$ cat config.mk
export PLATFORM = sky130hd
export DESIGN_NAME = fwd_hazard_unit
export DESIGN_NICKNAME = d
export VERILOG_FILES = /design/src/rtl/fwd_hazard_unit.sv
export SDC_FILE = /design/constraint.sdc
export NUM_CORES = 1
export LEC_CHECK = 0
export BUFFER_PORTS_ARGS = -buffer_cell sky130_fd_sc_hd__buf_2
export CAP_MARGIN = 20
export CORE_UTILIZATION = 44
export DETAILED_ROUTE_END_ITERATION = 6
export PLACE_DENSITY = 0.79
export SLEW_MARGIN = 15
export SYNTH_ARGS = -nofsm -noshare
export SYNTH_HDL_FRONTEND = slang
export SYNTH_SLANG_ARGS = --single-unit
$ cat constraint.sdc
create_clock -name clk -period 2.9 [get_ports clk]
set_input_delay 0.145 -clock clk [delete_from_list [all_inputs] [get_ports clk]]
set_output_delay 0.145 -clock clk [all_outputs]
set_load 0.01 [all_outputs]
$ cat src/rtl/fwd_hazard_unit.sv
// fwd_hazard_unit
//   Forwarding and load-use hazard unit for the MIPS pipeline. It keeps a
//   scoreboard of in-flight destinations, with one entry per stage after ID
//   (entry 1 = EX ... entry DEPTH = WB). For each ID read port it returns a
//   bypass-stage select, and it raises stall while an operand is not yet
//   produced.
//
//   Optional feature macro: FWD_PERF_CNT_EN (adds stall/forward perf counters).
//
// Ports
//   clk, rst      clock (rising edge), asynchronous active-high reset
//   id_valid      ID holds a real instruction
//   id_rd_en      per-port register read enable
//   id_rd_addr    per-port read address, port p at [5p+4:5p]
//   id_we/id_wa   ID instruction writes RF / destination register
//   id_rdy_stg    first stage whose output holds the result (0 treated as 1)
//   freeze        external pipeline hold; scoreboard does not shift
//   kill          per-stage flush mask, bit k-1 = stage k
//   fwd_sel       per-port select: 0 = register file, k = bypass from stage k
//   stall         hold PC/IF/ID and insert a bubble into EX
//   stall_cnt     non-frozen stall cycles (perf build only, else 0)
//   fwd_cnt       cycles with any nonzero select (perf build only, else 0)
module fwd_hazard_unit #(
   parameter int NRP   = 2,
   parameter int DEPTH = 3,
   parameter int SELW  = 3
) (
   input  logic                  clk,
   input  logic                  rst,
   input  logic                  id_valid,
   input  logic [NRP-1:0]        id_rd_en,
   input  logic [NRP*5-1:0]      id_rd_addr,
   input  logic                  id_we,
   input  logic [4:0]            id_wa,
   input  logic [SELW-1:0]       id_rdy_stg,
   input  logic                  freeze,
   input  logic [DEPTH-1:0]      kill,
   output logic [NRP*SELW-1:0]   fwd_sel,
   output logic                  stall,
   output logic [31:0]           stall_cnt,
   output logic [31:0]           fwd_cnt
);

   // Entry k lives at index k-1.
   logic [DEPTH-1:0]            v_q, v_d;
   logic [DEPTH-1:0]            we_q, we_d;
   logic [DEPTH-1:0][4:0]       wa_q, wa_d;
   logic [DEPTH-1:0][SELW-1:0]  rdy_q, rdy_d;

   logic [NRP-1:0]              haz;
   logic [SELW-1:0]             id_rdy_n;
   logic [4:0]                  addr;
   logic                        hit;
   logic [SELW-1:0]             hit_k;
   logic [SELW-1:0]             hit_rdy;

   // Ready stage is normalised on entry so lookups never see a 0.
   always_comb begin
      id_rdy_n = (id_rdy_stg == '0) ? SELW'(1) : id_rdy_stg;
   end

   // Lookup: the first (youngest) matching entry decides forward vs hazard.
   always_comb begin
      fwd_sel = '0;
      haz     = '0;
      addr    = '0;
      hit     = 1'b0;
      hit_k   = '0;
      hit_rdy = '0;
      for (int unsigned p = 0; p < NRP; p++) begin
         addr    = id_rd_addr[5*p +: 5];
         hit     = 1'b0;
         hit_k   = '0;
         hit_rdy = '0;
         for (int unsigned k = 1; k <= DEPTH; k++) begin
            if (!hit && v_q[k-1] && we_q[k-1] && (wa_q[k-1] == addr)) begin
               hit     = 1'b1;
               hit_k   = SELW'(k);
               hit_rdy = rdy_q[k-1];
            end
         end
         if (id_rd_en[p] && (addr != 5'd0) && hit) begin
            if (hit_k >= hit_rdy) begin
               fwd_sel[p*SELW +: SELW] = hit_k;
            end else begin
               haz[p] = 1'b1;
            end
         end
      end
      stall = id_valid && (|haz);
   end

   // Kill is applied after the shift/hold choice, so it clears the
   // destination stage on a shift and the entry itself while frozen.
   always_comb begin
      v_d   = v_q;
      we_d  = we_q;
      wa_d  = wa_q;
      rdy_d = rdy_q;
      if (!freeze) begin
         for (int unsigned k = 1; k < DEPTH; k++) begin
            v_d[k]   = v_q[k-1];
            we_d[k]  = we_q[k-1];
            wa_d[k]  = wa_q[k-1];
            rdy_d[k] = rdy_q[k-1];
         end
         v_d[0]   = id_valid && !stall;
         we_d[0]  = id_we;
         wa_d[0]  = id_wa;
         rdy_d[0] = id_rdy_n;
      end
      v_d = v_d & ~kill;
   end

   always_ff @(posedge clk or posedge rst) begin
      if (rst) begin
         v_q   <= '0;
         we_q  <= '0;
         wa_q  <= '0;
         rdy_q <= '0;
      end else begin
         v_q   <= v_d;
         we_q  <= we_d;
         wa_q  <= wa_d;
         rdy_q <= rdy_d;
      end
   end

`ifdef FWD_PERF_CNT_EN
   logic [31:0] stall_cnt_q, stall_cnt_d;
   logic [31:0] fwd_cnt_q, fwd_cnt_d;

   always_comb begin
      stall_cnt_d = stall_cnt_q;
      fwd_cnt_d   = fwd_cnt_q;
      if (stall && !freeze && (stall_cnt_q != '1)) begin
         stall_cnt_d = stall_cnt_q + 32'd1;
      end
      if ((fwd_sel != '0) && (fwd_cnt_q != '1)) begin
         fwd_cnt_d = fwd_cnt_q + 32'd1;
      end
   end

   always_ff @(posedge clk or posedge rst) begin
      if (rst) begin
         stall_cnt_q <= '0;
         fwd_cnt_q   <= '0;
      end else begin
         stall_cnt_q <= stall_cnt_d;
         fwd_cnt_q   <= fwd_cnt_d;
      end
   end

   assign stall_cnt = stall_cnt_q;
   assign fwd_cnt   = fwd_cnt_q;
`else
   assign stall_cnt = '0;
   assign fwd_cnt   = '0;
`endif

endmodule
==> results.json <==
{
  "yosysMostFrequentCell": "buf_4",
  "hold_class": "primary input to register",
  "root_buffer": "clkbuf_8",
  "ys_ff_latch": 30,
  "rows": 26,
  "dieArea_mm2": 0.00577,
  "htree_levels": 2,
  "worst_ep_required_time_ps": 2760,
  "finalNetCount": 371,
  "route.antenna.remaining_nets": 0,
  "arrival_ps": 3190,
  "synth_enable_flop_cells": 0,
  "yosysUniqueCellTypes": 40,
  "max_freq_mhz": 300,
  "start_kind": "register",
  "reg2regPathDepth": 13,
  "drive_gt1_share_pct": 45.3,
  "wire_per_inst_um": 14.8,
  "dp_hpwl_um": 3850,
  "dp_slack_ps": -188,
  "cp_slowest_cell": "dfrtp_1",
  "dr.pass1.iters": 4,
  "antenna_found_initial": 0,
  "syn_avg_cell_area_um2": 9.55,
  "cts_max_path_buffers": 2,
  "hold_ws_ps": 86.1,
  "grt_pass1_vias": 1873,
  "viasPerCell": 4.91,
  "maxSlewHeadroom_pct": 49.1,
  "cts.reportedPaths.clkPinSlew_ps": 70,
  "overflow": 0,
  "timing.final.crit_period_ps": 3330,
  "drt_iter0_markers": 95,
  "wl_um": 6060,
  "clock_latency_ps": 290,
  "area_growth_pct": 31.1,
  "drc_errors": 0,
  "gp_congestion": 0.912,
  "async_reset_ff_share_pct": 100,
  "holdPathEnd": "wa_q[1]$_DFFE_PP0N_",
  "portBuffers": 32,
  "start_util_pct": 46.5,
  "netlist_top_cells_count": "66 x buf_4, 30 x dfrtp_1, 25 x mux2_2, 17 x nor2_1",
  "die_h_um": 76.0,
  "reg2reg_slack_ps": -90,
  "fin_skew_ps": 1.80,
  "critPathKind": "register to output pin",
  "r2r_end": "v_q[0]$_DFF_PP0_",
  "hold_path_depth": 2,
  "power.density_mw_per_mm2": 422,
  "final_area_mm2": 0.00316,
  "ys_seq_area_share_pct": 31.2,
  "rsz0062_at_grt": "yes",
  "synth_top_area_cell": "dfrtp_1",
  "layout_setup_ws_ps": -434,
  "worstPathMaxFanout": 3,
  "antennaDiodeCount": 0,
  "power_leakage_uw": 0.00153,
  "worst_pin_slew_ps": 764,
  "drv_slew": 0,
  "core_mm2": 0.00517,
  "cts_tree": "built",
  "hold_violations": 0,
  "synth_warnings": 0,
  "cpPeakStageDelay_ps": 400,
  "io_pins": 99,
  "maxCapViolations": 0,
  "cts_sinks": 30,
  "synth-main-ff-cell": "dfrtp_1",
  "die_w_um": 76.0,
  "vias": 2014,
  "netlist_area_mm2": 0.00241,
  "vdd_drop_max_uv": 412,
  "grt_max_degree": 34,
  "violations": "setup timing",
  "finalCritPeriodShare_pct": 115,
  "finalSetupViolCount": 6,
  "grt_use_total_pct": 19.5,
  "outcome": "finished, violations left",
  "crit_start": "wa_q[11]$_DFFE_PP0N_",
  "synthCells": 252,
  "utilization_pct": 61.0,
  "synth.area.top_cells": "dfrtp_1 31%, buf_4 21%, mux2_2 12%",
  "synth_top_cell_area_share_pct": 31.2,
  "cts_buffers": 5,
  "place_area_mm2": 0.00264,
  "worstPathCellList": "xor2_1 -> nor3_2 -> nand4_1 -> nor2_2 -> a22oi_2 -> a21oi_2 -> ha_1 -> or2b_4 -> a21o_2 -> a32o_1 -> a211oi_2 -> o21a_1 -> buf_2",
  "r2r_start": "wa_q[11]$_DFFE_PP0N_",
  "cp-end-kind": "output pin",
  "hold_start": "id_wa[1]",
  "grt_pass1_wl_um": 8830
}
routing by layer:
layer,GRT usage [%],vias to the layer above,wire [µm],part of all wire (%)
li1,-,906,-,-
met1,22.8,967,2340,39
met4,8.85,0,246,4.1
met2,34.5,121,3120,51
met3,3.49,20,357,5.9
met5,0,-,0,0
kinds of logic (layout without fill, tap and decap cells):
family	after synthesis	after routing	share of synthesized area (%)
fa+ha+maj	4	4	2.08
compound gates	22	22	6.92
flops	30	30	31.2
buf+inv	73	96	21.7
simple gates	63	63	13.7
other cells	1	66	0.156
xor+xnor	30	30	10.9
mux	29	29	13.4
power breakdown:
group,internal (µW),switching [µW]
Clock,190,167
Sequential,476,64.7
Combinational,216,216
Total,883,448
worst max-delay path, delay by kind of cell, from the launching register on:
| kind | cells | cell delay [ps] |
|---|---|---|
| adder cells (fa/ha/maj) | 1 | 250 |
| AO/OA/AOI/OAI | 6 | 1120 |
| flip-flops | 1 | 400 |
| buffers and inverters | 1 | 130 |
| XOR/XNOR | 1 | 160 |
| AND/OR/NAND/NOR | 4 | 850 |
stage by stage:
| stage | instances | power (µW) | setup TNS [ps] |
|---|---|---|---|
| after CTS | 401 | 1260 | -404 |
| final | 410 | 1330 | -961 |
| after floorplan | 317 | 800 | 0 |
| after detailed placement | 379 | 861 | -225 |
| after global placement | 378 | 844 | -61.6 |
| after global routing | 410 | 1380 | -1570 |
worst max-delay path by stage:
stage               slack [ps]     to  cells past startpoint
finish                    -430  stall                     13
global route              -520  stall                     13
CTS                       -270  stall                     13
detailed placement        -190  stall                     13
global placement           -60  stall                     13
floorplan                   60  stall                     12
final cells by class:
cell class	count	area [µm²]
Inverter	3	11.3
Multi-Input combinational cell	214	1600
Fill cell	371	2020
Tap cell	70	87.6
Clock inverter	2	12.5
Clock buffer	6	82.6
Sequential cell	30	753
Timing Repair Buffer	85	608
registers in the layout, summed over array words and instances, names as in the netlist:
signal  flops
v_q         3
rdy_q       9
wa_q       15
we_q        3
timing repair:
action,CTS,global route
setup endpoints to repair,6,6
setup buffers,13,12
hold buffers,3,0
gates cloned,0,0
endpoints found under the hold margin,15,0
gates resized for setup,27,20
pin swaps,30,22
cells in the final DEF (no fill, tap or decap), drive strengths merged, types with 2 or more instances in the layout:
master,instances
nand2b,2
mux2,25
a21oi,6
inv,3
nor3,13
buf,82
ha,4
a22o,2
xor2,15
or3,2
or4,2
nor2,17
nand3,6
clkbuf,6
o21ai,4
nor2b,2
xnor2,15
conb,66
nand2,10
dlygate4sd3,3
dfrtp,30
nor4,4
nand4,2
mux2i,4
(Power assumes the default switching activity.)
